==> src/rtl/axis_meta_egress.sv <==
// AXI4-Stream egress stage: queues per-frame parser metadata and releases each
// frame only once its record is available, forwarding or discarding it.
package axis_meta_egress_pkg;
    typedef struct packed {
        logic [15:0] ethertype;
        logic [11:0] vlan_id;
        logic [2:0]  pcp;
        logic        is_vlan;
    } eth_metadata_t;
endpackage

module axis_meta_egress
    import axis_meta_egress_pkg::*;
#(
    parameter int DATA_WIDTH = 64,
    parameter int KEEP_WIDTH = DATA_WIDTH / 8,
    parameter int META_DEPTH = 4
) (
    input  logic                  clk,
    input  logic                  rst_n,
    input  logic [DATA_WIDTH-1:0] s_axis_tdata,
    input  logic [KEEP_WIDTH-1:0] s_axis_tkeep,
    input  logic                  s_axis_tvalid,
    output logic                  s_axis_tready,
    input  logic                  s_axis_tlast,
    input  eth_metadata_t         meta_in,
    input  logic                  meta_valid_in,
    input  logic                  meta_drop_in,
    output logic                  meta_full,
    output logic [DATA_WIDTH-1:0] m_axis_tdata,
    output logic [KEEP_WIDTH-1:0] m_axis_tkeep,
    output logic                  m_axis_tvalid,
    input  logic                  m_axis_tready,
    output logic                  m_axis_tlast,
    output eth_metadata_t         m_meta,
    output logic                  m_meta_valid,
    output logic                  meta_overflow,
    output logic [15:0]           drop_count
);
    localparam int PTR_W = $clog2(META_DEPTH);
    localparam int CNT_W = PTR_W + 1;

    typedef enum logic [1:0] {IDLE, PASS, DROP} state_e;

    typedef struct packed {
        eth_metadata_t meta;
        logic          drop;
    } entry_t;

    entry_t             fifo_mem [META_DEPTH];
    entry_t             head;
    logic [PTR_W-1:0]   wr_ptr_q, wr_ptr_d, rd_ptr_q, rd_ptr_d;
    logic [CNT_W-1:0]   count_q, count_d;
    logic               fifo_full, fifo_empty;
    logic               push, pop, overflow_set;

    state_e             state_q, state_d;
    eth_metadata_t      cur_meta_q, cur_meta_d;
    logic               s_ready, accept, load, drop_done;

    logic [DATA_WIDTH-1:0] data_q, data_d;
    logic [KEEP_WIDTH-1:0] keep_q, keep_d;
    logic                  last_q, last_d;
    logic                  m_valid_q, m_valid_d;
    eth_metadata_t         out_meta_q, out_meta_d;
    logic                  overflow_q, overflow_d;
    logic [15:0]           drop_cnt_q, drop_cnt_d;

    // ---------------- metadata FIFO ----------------
    assign fifo_full    = (count_q == CNT_W'(META_DEPTH));
    assign fifo_empty   = (count_q == '0);
    assign head         = fifo_mem[rd_ptr_q];
    assign pop          = (state_q == IDLE) && !fifo_empty;
    // A pop in the same cycle frees the slot, so a push while full still lands.
    assign push         = meta_valid_in && (!fifo_full || pop);
    assign overflow_set = meta_valid_in && fifo_full && !pop;

    always_comb begin
        wr_ptr_d   = push ? wr_ptr_q + PTR_W'(1) : wr_ptr_q;
        rd_ptr_d   = pop  ? rd_ptr_q + PTR_W'(1) : rd_ptr_q;
        count_d    = count_q + CNT_W'(push) - CNT_W'(pop);
        overflow_d = overflow_q | overflow_set;
        cur_meta_d = pop ? head.meta : cur_meta_q;
    end

    // NOTE: storage arrays carry no reset; pointers and count define validity.
    always_ff @(posedge clk) begin
        if (push) begin
            fifo_mem[wr_ptr_q] <= '{meta: meta_in, drop: meta_drop_in};
        end
    end

    // ---------------- frame FSM ----------------
    // NOTE: every always_comb output gets a default first so no latch is inferred.
    always_comb begin
        state_d = state_q;
        s_ready = 1'b0;
        case (state_q)
            IDLE: begin
                if (!fifo_empty) begin
                    state_d = head.drop ? DROP : PASS;
                end
            end
            PASS: begin
                s_ready = !m_valid_q || m_axis_tready;
                if (s_axis_tvalid && s_ready && s_axis_tlast) state_d = IDLE;
            end
            DROP: begin
                s_ready = 1'b1;
                if (s_axis_tvalid && s_axis_tlast) state_d = IDLE;
            end
            default: state_d = IDLE;
        endcase
    end

    assign accept    = s_axis_tvalid && s_ready;
    assign load      = accept && (state_q == PASS);
    assign drop_done = accept && (state_q == DROP) && s_axis_tlast;

    // ---------------- output slice ----------------
    always_comb begin
        m_valid_d  = m_valid_q;
        data_d     = data_q;
        keep_d     = keep_q;
        last_d     = last_q;
        out_meta_d = out_meta_q;
        if (load) begin
            m_valid_d  = 1'b1;
            data_d     = s_axis_tdata;
            keep_d     = s_axis_tkeep;
            last_d     = s_axis_tlast;
            out_meta_d = cur_meta_q;
        end else if (m_axis_tready) begin
            m_valid_d = 1'b0;
        end
        drop_cnt_d = (drop_done && drop_cnt_q != 16'hFFFF) ? drop_cnt_q + 16'd1 : drop_cnt_q;
    end

    // NOTE: sequential state uses non-blocking assignments only.
    always_ff @(posedge clk or negedge rst_n) begin
        if (!rst_n) begin
            wr_ptr_q   <= '0;
            rd_ptr_q   <= '0;
            count_q    <= '0;
            overflow_q <= 1'b0;
            state_q    <= IDLE;
            cur_meta_q <= '0;
            m_valid_q  <= 1'b0;
            data_q     <= '0;
            keep_q     <= '0;
            last_q     <= 1'b0;
            out_meta_q <= '0;
            drop_cnt_q <= '0;
        end else begin
            wr_ptr_q   <= wr_ptr_d;
            rd_ptr_q   <= rd_ptr_d;
            count_q    <= count_d;
            overflow_q <= overflow_d;
            state_q    <= state_d;
            cur_meta_q <= cur_meta_d;
            m_valid_q  <= m_valid_d;
            data_q     <= data_d;
            keep_q     <= keep_d;
            last_q     <= last_d;
            out_meta_q <= out_meta_d;
            drop_cnt_q <= drop_cnt_d;
        end
    end

    assign s_axis_tready = s_ready;
    assign meta_full     = fifo_full;
    assign meta_overflow = overflow_q;
    assign m_axis_tdata  = data_q;
    assign m_axis_tkeep  = keep_q;
    assign m_axis_tlast  = last_q;
    assign m_axis_tvalid = m_valid_q;
    assign m_meta_valid  = m_valid_q;
    assign m_meta        = out_meta_q;
    assign drop_count    = drop_cnt_q;

endmodule

==> config.mk <==
export PLATFORM = sky130hd
export DESIGN_NAME = axis_meta_egress
export DESIGN_NICKNAME = d
export VERILOG_FILES = /design/src/rtl/axis_meta_egress.sv
export SDC_FILE = /design/constraint.sdc
export NUM_CORES = 1
export LEC_CHECK = 0
export CAP_MARGIN = 5
export CORE_UTILIZATION = 36
export CTS_CLUSTER_SIZE = 30
export DETAILED_ROUTE_END_ITERATION = 8
export PLACE_DENSITY = 0.68
export SYNTH_ARGS = -nofsm -noshare
export SYNTH_HDL_FRONTEND = slang
export SYNTH_SLANG_ARGS = --single-unit
==> constraint.sdc <==
create_clock -name clk -period 7.7 [get_ports clk]
set_clock_uncertainty 0.15 [all_clocks]
set_input_delay 1.54 -clock clk [delete_from_list [all_inputs] [get_ports clk]]
set_output_delay 1.54 -clock clk [all_outputs]
set_load 0.005 [all_outputs]
==> impl_metrics.toml <==
[outcome]
violations = "design-rule violations"
status = "complete, but fails checks"

[worst_setup_path]
crit_top_cell = "clkdlybuf4s50_1"
cp_data_arrival_time_ns = 2.85
cpPeakStageDelay_ns = 0.51
crit_chain = "clkdlybuf4s50_1 > nand2b_4 > a21oi_1 > nor2b_1 > clkdlybuf4s50_1"
critPathMaxFanout = 4
start_kind = "input port"
crit_slowest_cell = "clkdlybuf4s50_1"
end_kind = "output pin"
path_class = "input port to output pin"
crit_required_ns = 6.01
critPathTopFamily = "buffers and inverters"
path_buf_inv = 2

[clock_tree]
post_cts_buffers = 0
clockBufferDepth = 3
cts_root_buf = "clkbuf_16"
htree_num_levels = 2
clock-sinks = 296
clk_pin_slew_worst_paths_ns = 0.06
clk_latency_ns = 0.51
cts_tree = "built"
ctsResizeCount = 0
cts_buffers = 34
ctsHoldBuffers = 0

[sta]
setup_viol = 0
worstMarginPinSlew_ns = 0.9725
maxSlewViolCount = 0
finalCritPeriodShare = 0.5898
hold_viol_final = 0
tns_ns = 0
slew-limit-headroom = 0.3468
fin_hold_ws_ns = 0.3052
fmax_ghz = 0.2202
min_period_ns = 4.542
rsz0062_at_grt = "false"

[floorplanning]
initial_core_util = 0.3690
fp.dieArea_sq_um = 32320
io_pins = 237
num_rows = 64
die_w_um = 179.8
core_area_sq_um = 30830
dieHeight_um = 179.8

[power]
p_per_area_nw_per_um2 = 383.8
leakage_nw = 5.897
ir_drop_v = 0.0001912
power_w = 0.005824

[routing]
post_drt_wl_per_cell_um = 18.34
routed-via-count = 6091
firstDrtPassIters = 8
drt-initial-drc-count = 282
vias_per_cell = 4.800
drcViolationCount = 29
routed_wl_um = 23280
antenna_left = 0

[logic_synthesis]
yosysWarnings = 0
synth_seq_cells = 296
synth.most_common_cell = "dfrtp_1"
yosysSeqAreaShare = 0.7092
yosysUniqueCellTypes = 44
syn-mean-instance-area_sq_um = 19.06
synth_commonest_cells = "dfrtp_1 (164), edfxtp_1 (132), mux2_2 (98)"
synth_area_sq_um = 11380
synth_top_area_share = 0.3608
synth_cells = 597
synth-edff-count = 132
synth_nets = 718
synth_ff_type = "dfrtp_1"
ys_top_cells_by_area = "dfrtp_1 (36%), edfxtp_1 (35%), mux2_2 (9.7%)"
netlist.top_cell.by_area = "dfrtp_1"
async_flop_share = 0.5541

[layout]
fin_nets = 968
diodes = 0
drive_gt1_frac = 0.2451
final_core_util = 0.4922
synthToLayoutAreaGrowth_pct = 33.38
finish.instance_area_sq_um = 15170

[global_route]
grt_max_degree = 92
grt_usage = 0.1472
grt_first_pass_wirelength_um = 37360
antenna_found_initial = 1
grt-ovfl-total = 0
grt_pass1_vias = 6438

[placed_design]
dp_hpwl_um = 14660
portBuffers = 236
gp_congestion = 0.7476
post_dp_cell_area_sq_um = 14100

[run]
drv_cap = 0

[hold_path]
hold_class = "register to register"
metal layers:
layer  share of wire  track usage  vias up
met5               0            0        -
met4           0.016      0.03759        0
met3           0.077      0.04214       30
met2            0.49       0.2448      199
met1            0.42       0.1889     3105
li1                -            -     2757
layout make-up:
class | instances | area (sq um)
Fill cell | 2566 | 15660
Inverter | 7 | 26.28
Multi-Input combinational cell | 267 | 3107
Clock inverter | 16 | 157.7
Timing Repair Buffer | 241 | 2401
Tap cell | 396 | 495.5
Clock buffer | 46 | 915.9
Sequential cell | 296 | 8070
power by group:
group / total [W] / internal (W) / leakage [nW] / switching (W)
combinational: 0.00179 / 0.00114 / 2.15 / 0.000653
clock: 0.00154 / 0.000911 / 0.527 / 0.000629
sequential: 0.00249 / 0.00221 / 3.22 / 0.000277
total: 0.00582 / 0.00426 / 5.90 / 0.00156
placed cells by master, fill, tap and decap left out, types with 7 or more instances in the layout:
| master | netlist | layout |
|---|---|---|
| clkbuf_1 | 4 | 10 |
| clkbuf_16 | 0 | 34 |
| clkdlybuf4s50_1 | 0 | 235 |
| clkinv_2 | 0 | 7 |
| dfrtp_1 | 164 | 162 |
| edfxtp_1 | 132 | 132 |
| ha_1 | 9 | 9 |
| inv_1 | 7 | 7 |
| mux2_1 | 39 | 39 |
| mux2_2 | 98 | 98 |
| mux4_2 | 33 | 33 |
| nand2_1 | 12 | 12 |
| xor2_1 | 16 | 16 |
worst reg2reg max path, cell delays in order (launching register included):
cell	delay [ns]
dfrtp_1	0.38
inv_1	0.11
ha_1	0.29
nor4b_1	0.11
nor2b_1	0.41
and2_2	0.87
registers in the layout, summed over array words and instances, names as in the netlist:
| signal | count |
|---|---|
| wr_ptr_q | 2 |
| m_axis_tlast | 1 |
| m_meta | 32 |
| count_q | 3 |
| m_axis_tkeep | 8 |
| m_axis_tvalid | 1 |
| meta_overflow | 1 |
| cur_meta_q | 32 |
| m_axis_tdata | 64 |
| state_q | 2 |
| drop_count | 16 |
| fifo_mem | 132 |
| rd_ptr_q | 2 |
cell families after synthesis:
group           Yosys count  synth area share
flops                   296            0.7092
buf+inv                  34           0.01936
fa+ha+maj                10           0.01166
compound gates            8          0.005280
mux                     171            0.2023
simple gates             58           0.03685
xor+xnor                 20           0.01540
worst paths after layout:
check	depth (start not counted)	slack, ns	start	to
min reg2reg	1	0.31	meta_overflow	meta_overflow
max reg2reg	5	5.00	state_q[0]	fifo_mem[0][24]
min	1	0.31	meta_overflow	meta_overflow
max in group asynchronous	2	4.88	rst_n	m_axis_tdata[26]
max	5	3.16	m_axis_tready	s_axis_tready
min in group asynchronous	1	0.97	rst_n	m_axis_tdata[12]
through the flow:
stage	setup WS, ns	cells
4_1_cts	3.156	1269
2_1_floorplan	4.147	597
3_3_place_gp	3.180	1207
5_1_grt	3.098	1269
6_report	3.158	1269
3_5_place_dp	3.154	1207
(Power assumes the default switching activity.)
